[src/rtl/fifo_arb_pkg.sv]
// Shared defaults, ID-width helper and burst FSM encoding for the FIFO write arbiter.
package fifo_arb_pkg;

  localparam int DEF_NUM_REQ    = 4;
  localparam int DEF_DATA_WIDTH = 8;
  localparam int DEF_MAX_BURST  = 4;

  function automatic int clog2(input int n);
    int r;
    r = 0;
    while ((1 << r) < n) r++;
    return r;
  endfunction

  typedef enum logic {
    ARB  = 1'b0,
    HOLD = 1'b1
  } arb_state_e;

endpackage

[src/rtl/rr_pick.sv]
// Round-robin picker: rotate requests so ptr sits at bit 0, find first set, rotate the index back.
module rr_pick
  import fifo_arb_pkg::*;
#(
  parameter int NUM_REQ  = DEF_NUM_REQ,
  parameter int ID_WIDTH = clog2(DEF_NUM_REQ)
) (
  input  logic [NUM_REQ-1:0]  req,
  input  logic [ID_WIDTH-1:0] ptr,
  output logic [ID_WIDTH-1:0] winner,
  output logic                any
);

  logic [NUM_REQ-1:0] rot;
  int                 first;

  // NOTE: every always_comb output gets a default before any conditional
  // assignment so no path leaves it unassigned and no latch is inferred.
  always_comb begin
    rot   = NUM_REQ'({req, req} >> ptr);
    first = 0;
    for (int j = NUM_REQ - 1; j >= 0; j--) begin
      if (rot[j]) first = j;
    end
    winner = ID_WIDTH'((int'(ptr) + first) % NUM_REQ);
    any    = |req;
  end

endmodule

[src/rtl/fifo_wr_arbiter.sv]
// Round-robin arbiter sharing one FIFO write port, with a one-beat output register.
// Define FIFO_ARB_BURST_EN to let a winner keep the port for up to MAX_BURST beats.
module fifo_wr_arbiter
  import fifo_arb_pkg::*;
#(
  parameter int NUM_REQ    = DEF_NUM_REQ,
  parameter int DATA_WIDTH = DEF_DATA_WIDTH,
  parameter int ID_WIDTH   = clog2(NUM_REQ),
  parameter int MAX_BURST  = DEF_MAX_BURST
) (
  input  logic                          clk,
  input  logic                          rst,
  input  logic [NUM_REQ-1:0]            req_valid,
  input  logic [NUM_REQ*DATA_WIDTH-1:0] req_data,
  output logic [NUM_REQ-1:0]            req_ready,
  input  logic                          fifo_full,
  output logic                          fifo_wr_en,
  output logic [DATA_WIDTH-1:0]         fifo_wr_data,
  output logic [ID_WIDTH-1:0]           grant_id,
  output logic                          busy
);

  if (NUM_REQ < 2 || NUM_REQ > 16 || ID_WIDTH < clog2(NUM_REQ) || MAX_BURST < 1) begin : g_bad_cfg
    $error("fifo_wr_arbiter: unsupported parameter combination");
  end

  logic                  out_valid;
  logic [DATA_WIDTH-1:0] out_data;
  logic [ID_WIDTH-1:0]   rr_ptr;
  logic [ID_WIDTH-1:0]   pick_winner;
  logic [ID_WIDTH-1:0]   winner;
  logic                  any_valid;
  logic                  accept;
  logic                  load_ok;
  logic                  load;

  rr_pick #(.NUM_REQ(NUM_REQ), .ID_WIDTH(ID_WIDTH)) u_pick (
    .req    (req_valid),
    .ptr    (rr_ptr),
    .winner (pick_winner),
    .any    (any_valid)
  );

  assign accept       = out_valid & ~fifo_full & ~rst;
  assign load_ok      = ~out_valid | accept;
  assign load         = load_ok & any_valid & ~rst;
  assign fifo_wr_en   = accept;
  assign fifo_wr_data = out_data;
  assign busy         = out_valid;

  always_comb begin
    req_ready = '0;
    if (load) req_ready[winner] = 1'b1;
  end

  // NOTE: state registers use non-blocking assignments so every flop samples
  // pre-edge values regardless of process ordering in simulation.
  always_ff @(posedge clk) begin
    if (rst) begin
      out_valid <= 1'b0;
      out_data  <= '0;
      grant_id  <= '0;
      rr_ptr    <= '0;
    end else if (load) begin
      out_valid <= 1'b1;
      out_data  <= req_data[winner*DATA_WIDTH +: DATA_WIDTH];
      grant_id  <= winner;
      rr_ptr    <= ID_WIDTH'((int'(winner) + 1) % NUM_REQ);
    end else if (accept) begin
      out_valid <= 1'b0;
    end
  end

`ifdef FIFO_ARB_BURST_EN
  localparam int CNT_WIDTH = clog2(MAX_BURST + 1);

  arb_state_e            state, state_next;
  logic [CNT_WIDTH-1:0]  burst_cnt, cnt_next;
  logic [ID_WIDTH-1:0]   locked, locked_next;
  logic                  hold_ok;

  // rr_ptr already equals locked+1 during a burst, so leaving HOLD simply
  // falls back to the normal picker in the same cycle.
  assign hold_ok = (state == HOLD) && req_valid[locked] && (int'(burst_cnt) < MAX_BURST);
  assign winner  = hold_ok ? locked : pick_winner;

  always_ff @(posedge clk) begin
    if (rst) begin
      state     <= ARB;
      burst_cnt <= '0;
      locked    <= '0;
    end else begin
      state     <= state_next;
      burst_cnt <= cnt_next;
      locked    <= locked_next;
    end
  end

  always_comb begin
    state_next  = state;
    cnt_next    = burst_cnt;
    locked_next = locked;
    if (load) begin
      state_next = HOLD;
      if (hold_ok) begin
        cnt_next = burst_cnt + CNT_WIDTH'(1);
      end else begin
        cnt_next    = CNT_WIDTH'(1);
        locked_next = winner;
      end
    end else if (state == HOLD && !hold_ok) begin
      state_next = ARB;
    end
  end
`else
  assign winner = pick_winner;
`endif

endmodule

[config.mk]
export PLATFORM = sky130hd
export DESIGN_NAME = fifo_wr_arbiter
export DESIGN_NICKNAME = d
export VERILOG_FILES = /design/src/rtl/fifo_arb_pkg.sv /design/src/rtl/rr_pick.sv /design/src/rtl/fifo_wr_arbiter.sv
export SDC_FILE = /design/constraint.sdc
export NUM_CORES = 1
export LEC_CHECK = 0
export BUFFER_PORTS_ARGS = -buffer_cell sky130_fd_sc_hd__buf_2
export CAP_MARGIN = 20
export CORE_MARGIN = 1.5
export CORE_UTILIZATION = 46
export DETAILED_ROUTE_END_ITERATION = 8
export PLACE_DENSITY = 0.87
export SLEW_MARGIN = 15
export SYNTH_ARGS = -nofsm -noshare
export SYNTH_HDL_FRONTEND = slang
export SYNTH_SLANG_ARGS = --single-unit
[constraint.sdc]
create_clock -name clk -period 3.1 [get_ports clk]
set_clock_uncertainty 0.1 [all_clocks]
set_input_delay 0.62 -clock clk [delete_from_list [all_inputs] [get_ports clk]]
set_output_delay 0.62 -clock clk [all_outputs]
set_load 0.005 [all_outputs]
==> flow_metrics.tcl, run 1 <==
set metrics [dict create \
    fin_crit_sh_pct 94.6 \
    max_freq_mhz 341 \
    slowest_stage "or4_2" \
    hold_path_end "fifo_wr_data[6]" \
    fin_nets 225 \
    cts.path.max_buffers 2 \
    hold_viol 0 \
    drc 0 \
    clk_pin_slew_ns 0.08 \
    cts_tree "yes" \
    dr.max_layer_used "met4" \
    cp_data_required_time_ns 2.38 \
    setup_viol 0 \
    grt_pass1_wl_mm 4.64 \
    tightest_slew_ns 1.06 \
    place_hpwl_mm 2.37 \
    powerDensity_nw_per_um2 884 \
    multi_input_area_um2 820 \
    wl_met3_um 156 \
    status "complete, no violations" \
    r2r_slack_ns 0.40 \
    fin_util_pct 60.6 \
    synth_cell_types 41 \
    arrival_ns 2.21 \
    ant_nets 0 \
    grt_pass1_vias 1140 \
    io_pins 55 \
    yosys_warnings 0 \
    holdPathStages 2 \
    rsz0062_at_grt "no" \
    avgRoutedWirePerCell_um 14.3 \
    syn_avg_cell_area_um2 9.11 \
    max-vdd-ir-drop_v 0.000637 \
    hold_start "fifo_wr_data[6]" \
    start_util_pct 48.3 \
    seq_area_frac_synth_pct 22.0 \
    drive_above_1_share_pct 50.5 \
    dieWidth_um 53.8 \
    maxSlewHeadroom_pct 28.9 \
    final_cells 214 \
    most-common-layout-cells "buf_2 (54), mux2_2 (16), a221oi_1 (16), dfxtp_1 (13), nand2_1 (12)" \
    htreeDepth 1 \
    path_max_fanout 6 \
    grt_max_degree 17 \
    drt-total-wl_mm 3.07 \
    crit_chain "buf_2 > nor2_1 > or4_2 > nand3_1 > ha_2 > xnor2_2 > and3_1 > buf_2" \
    gp_congestion 0.775 \
    slew_violations 0 \
    cap_violations 0 \
    p_total_mw 1.31 \
    dp.cells 210 \
    ys_ff_latch 13 \
    crit_path_end_kind "output pin" \
    track_usage_pct 22.5 \
    vias 1242 \
    hold_slack_ns 0.349 \
    postCtsSetupRepairBufs 0 \
    tns_ns 0 \
    die_y_um 53.8 \
    fillCellCount 218 \
    final_common_cell "buf_2" \
    synth_cells 130 \
    drtPass1Iterations 4 \
    drt_iter0_drc 30 \
    grt-ovfl-total 0 \
    rr_worst_depth 9 \
    area_growth_pct 25.4 \
    syn_area_um2 1180 \
    regArea_um2 260 \
    met1Wirelength_mm 1.20 \
    crit_buf_inv 2 \
    crit_family "simple AND/OR/NAND/NOR gates" \
    die_area_um2 2890 \
    wl_met2_mm 1.63 \
    critical_path_class "input port to output pin" \
    power_leakage_nw 0.668 \
    core-area_um2 2450 \
    cts_buffers 3 \
    rows 18 \
    io_buffers 54 \
    clkSinkCount 13 \
    hold_class "flip-flop to flip-flop" \
    start_kind "input port" \
    max_stage_delay_ns 0.53 \
    r2r_start "rr_ptr[0]" \
    period_needed_ns 2.93 \
    syn-num-nets 170 \
    routed_via_density 5.80 \
    clk_latency_ns 0.29 \
    crit_top_cell "buf_2" \
    cts-root-buf "clkbuf_4" \
    antenna_found_initial 0 \
    r2r_end "fifo_wr_data[4]" \
    diodes 0 \
]
-- flip-flops by register name, summed over array words and instances, names as in the netlist --
register      cells
busy              1
fifo_wr_data      8
rr_ptr            2
grant_id          2
-- power breakdown --
part	internal [mW]	switching (mW)
Combinational	0.463	0.452
Sequential	0.244	0.0474
Clock	0.0479	0.0602
Total	0.755	0.560
-- cell type report --
| class | count | share of cell area [%] |
|---|---|---|
| multi-input cells | 102 | 55.1 |
| repair buffers | 62 | 22.2 |
| flip-flops and latches | 13 | 17.5 |
| well taps | 30 | 2.53 |
| clock buffers | 3 | 1.52 |
| inverters | 3 | 0.758 |
| clock inverters | 1 | 0.337 |
-- per-stage QoR --
step	setup slack, ns	instance area (µm²)
floorplan	0.124	1180
global placement	0.163	1460
detailed placement	0.0357	1460
CTS	0.119	1480
global route	0.0501	1490
finish	0.169	1490
-- cell usage after synthesis (all sizes together) --
master   number  area [µm²]
mux2i         4        40.0
clkbuf        3        11.3
nor2b         1        6.26
or4           1        8.76
a21oi         2        10.0
o21ai        10        50.1
buf           9        85.1
or2           1        6.26
o32ai         2        25.0
a221oi       17         166
o211ai        1        7.51
nand3         2        10.0
ha            1        12.5
a211oi        2        20.0
dfxtp        13         260
inv           3        11.3
o311ai        1        8.76
nor2         10        37.5
nor4          1        21.3
a2111oi       1        15.0
mux2         17         191
nor3          2        10.0
xor2          1        8.76
and2          1        6.26
a221o         1        11.3
nor3b         1        7.51
nand2        12        45.0
o21a          1        7.51
nand2b        3        18.8
o21ba         2        26.3
xnor2         1        16.3
and3          2        12.5
o32a          1        10.0
-- logic make-up after synthesis --
logic type / count (synthesis) / synth area share (%)
AO/OA/AOI/OAI: 41 / 30.2
XOR/XNOR: 2 / 2.11
adder cells (fa/ha/maj): 1 / 1.06
buffers and inverters: 15 / 9.08
flip-flops: 13 / 22.0
multiplexers: 21 / 19.5
AND/OR/NAND/NOR: 37 / 16.1
-- worst max-delay path by stage --
stage,from,endpoint,slack (ns),cells after the start
6_report,req_valid[3],req_ready[0],0.17,8
5_1_grt,rr_ptr[0],req_ready[1],0.05,8
4_1_cts,req_valid[3],req_ready[0],0.12,8
3_5_place_dp,req_valid[3],fifo_wr_data[4],0.04,9
3_3_place_gp,req_valid[2],req_ready[1],0.16,7
2_1_floorplan,req_valid[0],req_ready[3],0.12,7
-- layer usage --
layer | track usage [%] | up-vias
met5 | 0 | -
met4 | 12.8 | 0
met3 | 5.83 | 11
met2 | 39.0 | 41
met1 | 24.5 | 578
li1 | - | 612
-- worst reg2reg max path, stage by stage (launching register included) --
cell and delay [ns]:
dfxtp_1 0.38, buf_4 0.22, o311ai_0 0.15, o21ai_0 0.11
nand3_1 0.11, ha_2 0.39, buf_4 0.25, mux2_2 0.39
a221oi_1 0.36, o21ai_1 0.12
-- what timing repair did --
| item | CTS | global route |
|---|---|---|
| setup endpoints to repair | 0 | 1 |
| gates resized for setup | 0 | 1 |
| hold buffers | 0 | 0 |
Note: power is estimated with default switching activity, not from simulation.
==> run 2: changes to the inputs <==
--- a/config.mk
+++ b/config.mk
@@ -7,9 +7,12 @@
 export LEC_CHECK = 0
 export BUFFER_PORTS_ARGS = -buffer_cell sky130_fd_sc_hd__buf_2
 export CAP_MARGIN = 20
+export CELL_PAD_IN_SITES_DETAIL_PLACEMENT = 0
+export CELL_PAD_IN_SITES_GLOBAL_PLACEMENT = 2
 export CORE_MARGIN = 1.5
-export CORE_UTILIZATION = 46
+export CORE_UTILIZATION = 26
 export DETAILED_ROUTE_END_ITERATION = 8
+export MAX_ROUTING_LAYER = met4
 export PLACE_DENSITY = 0.87
 export SLEW_MARGIN = 15
 export SYNTH_ARGS = -nofsm -noshare
==> flow_metrics.tcl, run 2 (synthesized netlist as in run 1, its figures left out) <==
set metrics [dict create \
    hold_class "flip-flop to flip-flop" \
    avgRoutedWirePerCell_um 12.0 \
    max_freq_mhz 341 \
    clk_pin_slew_ns 0.05 \
    htreeDepth 1 \
    clkSinkCount 13 \
    powerDensity_nw_per_um2 863 \
    grt_max_degree 17 \
    track_usage_pct 11.8 \
    fin_crit_sh_pct 94.6 \
    largest_register_ff_count 8 \
    grt-ovfl-total 0 \
    period_needed_ns 2.93 \
    cts.path.max_buffers 2 \
    setup_viol 0 \
    met3_usage_pct 3.46 \
    drt-total-wl_mm 2.86 \
    grt_pass1_wl_mm 4.66 \
    cp_data_required_time_ns 2.38 \
    final_cell_area_um2 1550 \
    drc 0 \
    power_leakage_nw 0.682 \
    tns_ns 0 \
    drt_iter0_drc 40 \
    p_total_mw 1.33 \
    crit_chain "buf_2 > nor2_1 > or4_2 > nand3_1 > ha_2 > xnor2_2 > and3_1 > buf_2" \
    crit_buf_inv 2 \
    tightest_slew_ns 0.994 \
    antenna_found_initial 0 \
    path_max_fanout 6 \
    gp_congestion 0.745 \
    fin_nets 227 \
    io_buffers 54 \
    maxSlewHeadroom_pct 33.6 \
    grt_pass1_vias 1052 \
    max_stage_delay_ns 0.53 \
    rows 24 \
    met1_usage_pct 14.2 \
    postCtsSetupRepairBufs 0 \
    crit_top_cell "buf_2" \
    core-area_um2 4380 \
    cts_tree "yes" \
    cts-root-buf "clkbuf_8" \
    diodes 0 \
    slowest_stage "or4_2" \
    final_common_cell "buf_2" \
    arrival_ns 2.21 \
    clk_latency_ns 0.24 \
    drive_above_1_share_pct 50.5 \
    start_util_pct 27.0 \
    place_hpwl_mm 2.23 \
    ant_nets 0 \
    cts_hold_buf 0 \
    cts_buffers 3 \
    die_area_um2 4970 \
    ctsResizeCount 0 \
    die_y_um 70.5 \
    rsz0062_at_grt "no" \
    grt_use_met2_pct 19.5 \
    dieWidth_um 70.5 \
    routed_via_density 5.06 \
    place_area_um2 1500 \
    io_pins 55 \
    crit_family "simple AND/OR/NAND/NOR gates" \
    slew_violations 0 \
    crit_path_end_kind "output pin" \
    most-common-layout-cells "buf_2 (54), mux2_2 (16), a221oi_1 (16), dfxtp_1 (13), nand2_1 (12)" \
    status "complete, no violations" \
    hold_viol 0 \
    critical_path_class "input port to output pin" \
    drtPass1Iterations 4 \
    cap_violations 0 \
    vias 1204 \
    max-vdd-ir-drop_v 0.000394 \
    area_growth_pct 30.5 \
    start_kind "input port" \
    top_usage_layer "met2" \
]
[run 2: changes by cell type in the layout (fill, tap and decap cells not counted), sizes merged]
cell | before | now
buf | 62 | 64
clkbuf | 3 | 4
clkinv | 1 | 0
[run 2: path summary, 6_finish.rpt]
path	from	slack, ns	cells after the start	end
worst max-delay path	req_valid[3]	0.17	8	req_ready[1]
worst min-delay path	fifo_wr_data[1]	0.34	2	fifo_wr_data[1]
worst max register to register	rr_ptr[0]	0.52	7	fifo_wr_data[1]
worst min register to register	fifo_wr_data[1]	0.34	2	fifo_wr_data[1]
[run 2: worst register-to-register path, stage by stage (launching register included)]
cell,delay (ns)
dfxtp_1,0.36
or4_2,0.67
nand3_1,0.11
ha_2,0.21
buf_4,0.25
mux2_2,0.38
a221oi_1,0.29
o21ai_1,0.10
[run 2: metal layers]
layer	share of wire (%)	vias to the layer above	wire, µm
li1	-	614	-
met5	0	-	0
met4	1.4	0	39
met1	44	545	1260
met3	7.6	4	219
met2	47	41	1340
[run 2: per-stage QoR]
step	hold slack (ns)	instances	setup WS (ns)	util, %
final	0.342	238	0.168	35.3
after detailed placement	0.340	234	0.0892	34.2
after global placement	0.337	234	0.132	34.2
after CTS	0.348	238	0.123	35.2
after global routing	0.374	238	0.0187	35.3
after floorplan	0.346	130	0.124	-
[run 2: area by class of cell]
| cell class | count | area [µm²] |
|---|---|---|
| tap | 52 | 65.1 |
| inverter | 3 | 11.3 |
| clock buffer | 4 | 45.0 |
| timing repair buffer | 64 | 345 |
| multi-input combinational | 102 | 820 |
| sequential | 13 | 260 |
| fill | 475 | 2840 |
[run 2: report_power, final]
part	switching, mW	internal, mW	total [mW]
registers	0.0481	0.244	0.292
clock network	0.0610	0.0907	0.152
logic	0.427	0.464	0.891
total	0.536	0.799	1.33
==> run 3: changes to the inputs <==
==> constraint.sdc (replaced) <==
create_clock -name clk -period 3.1 [get_ports clk]
set_clock_uncertainty 0.1 [all_clocks]
set_input_delay 0.31 -clock clk [delete_from_list [all_inputs] [get_ports clk]]
set_output_delay 0.31 -clock clk [all_outputs]
set_load 0.005 [all_outputs]
==> flow_metrics.tcl, run 3 (synthesized netlist as in run 1, its figures left out) <==
set metrics [dict create \
    vias 1149 \
    drive_above_1_share_pct 47.8 \
    cts_tree "yes" \
    die_y_um 70.5 \
    io_pins 55 \
    clk_latency_ns 0.24 \
    final_cells 230 \
    powerDensity_nw_per_um2 905 \
    p_total_mw 1.35 \
    final_common_cell "buf_2" \
    power_leakage_nw 0.651 \
    start_util_pct 27.0 \
    cap_violations 0 \
    dp.cells 226 \
    ant_nets 0 \
    hold_path_end "busy" \
    drt-total-wl_mm 2.77 \
    hold_viol 0 \
    diodes 0 \
    grt-ovfl-total 0 \
    setup_viol 0 \
    drc 0 \
    rr_worst_depth 8 \
    start_kind "flip-flop" \
    ctsResizeCount 0 \
    grt_max_degree 22 \
    cts.path.max_buffers 2 \
    gp_congestion 0.801 \
    period_needed_ns 2.68 \
    max_freq_mhz 373 \
    antenna_found_initial 0 \
    hold_slack_ns 0.248 \
    maxSlewHeadroom_pct 36.0 \
    grt_pass1_vias 995 \
    drt_iter0_drc 76 \
    critical_path_class "flip-flop to flip-flop" \
    fin_crit_sh_pct 86.6 \
    hold_class "input port to flip-flop" \
    status "complete, no violations" \
    postCtsSetupRepairBufs 0 \
    slowest_stage "or4_2" \
    cts_hold_buf 0 \
    track_usage_pct 11.6 \
    most-common-layout-cells "buf_2 (54), mux2_2 (16), a221oi_1 (16), dfxtp_1 (13), nand2_1 (12)" \
    path_max_fanout 21 \
    crit_path_end_kind "flip-flop" \
    rows 24 \
    place_hpwl_mm 2.11 \
    holdPathStages 3 \
    crit_chain "or4_2 > nand3_1 > ha_1 > buf_12 > xor2_1 > nand2b_1 > mux2i_1 > mux2_1" \
    clk_pin_slew_ns 0.05 \
    max-vdd-ir-drop_v 0.000463 \
    area_growth_pct 26.3 \
    hold_start "fifo_full" \
    cts_buffers 3 \
    drtPass1Iterations 4 \
    r2r_start "rr_ptr[0]" \
    arrival_ns 2.71 \
    r2r_slack_ns 0.42 \
    htreeDepth 1 \
    cp_data_required_time_ns 3.13 \
    io_buffers 54 \
    tightest_slew_ns 0.958 \
    clkSinkCount 13 \
    slew_violations 0 \
    grt_pass1_wl_mm 4.58 \
    routed_via_density 5.00 \
    avgRoutedWirePerCell_um 12.0 \
    die_area_um2 4970 \
    rsz0062_at_grt "no" \
    fin_util_pct 34.1 \
    max_stage_delay_ns 0.70 \
    dieWidth_um 70.5 \
    r2r_end "rr_ptr[1]" \
    cts-root-buf "clkbuf_8" \
    core-area_um2 4380 \
    largest_register_ff_count 8 \
    tns_ns 0 \
    fin_nets 219 \
]
[run 3: cell types whose count changed in the layout (fill, tap and decap cells not counted), sizes merged]
cell,before,now
buf,64,56
[run 3: cell type report]
cell class	count	area, µm²
clock buffers	4	45.0
flip-flops and latches	13	260
repair buffers	56	298
well taps	52	65.1
multi-input cells	102	817
inverters	3	11.3
fillers	455	2890
[run 3: worst max-delay path by stage]
stage | start | end | depth (start not counted)
6_report | rr_ptr[0] | rr_ptr[1] | 8
5_1_grt | rr_ptr[0] | fifo_wr_data[2] | 9
4_1_cts | rr_ptr[0] | rr_ptr[1] | 8
3_5_place_dp | req_valid[1] | rr_ptr[1] | 10
3_3_place_gp | req_valid[1] | rr_ptr[1] | 10
2_1_floorplan | rr_ptr[0] | fifo_wr_data[0] | 8
[run 3: power breakdown]
part | total [mW] | internal, mW | switching (mW)
clock network | 0.151 | 0.0908 | 0.0600
registers | 0.302 | 0.244 | 0.0577
logic | 0.902 | 0.477 | 0.424
total | 1.35 | 0.812 | 0.542
[run 3: routing by layer]
layer | routed length, µm | global-route usage, % | vias up
li1 | - | - | 602
met1 | 1280 | 14.5 | 509
met2 | 1280 | 18.1 | 36
met3 | 181 | 3.46 | 2
met4 | 28 | 3.21 | 0
met5 | 0 | - | -
[run 3: critical path: cells and delay by family (launching register included)]
kind	cells	cell delay (ns)
muxes	2	0.50
and+or+nand+nor	3	0.96
DFF	1	0.42
buffers and inverters	1	0.17
adders and majority gates	1	0.26
xor gates and xnor gates	1	0.16
[run 3: metrics by stage]
step | area, µm² | worst slack, ns
final | 1500 | 0.416
after global routing | 1500 | 0.141
after CTS | 1500 | 0.382
after detailed placement | 1450 | 0.360
after global placement | 1450 | 0.374
after floorplan | 1180 | 0.374
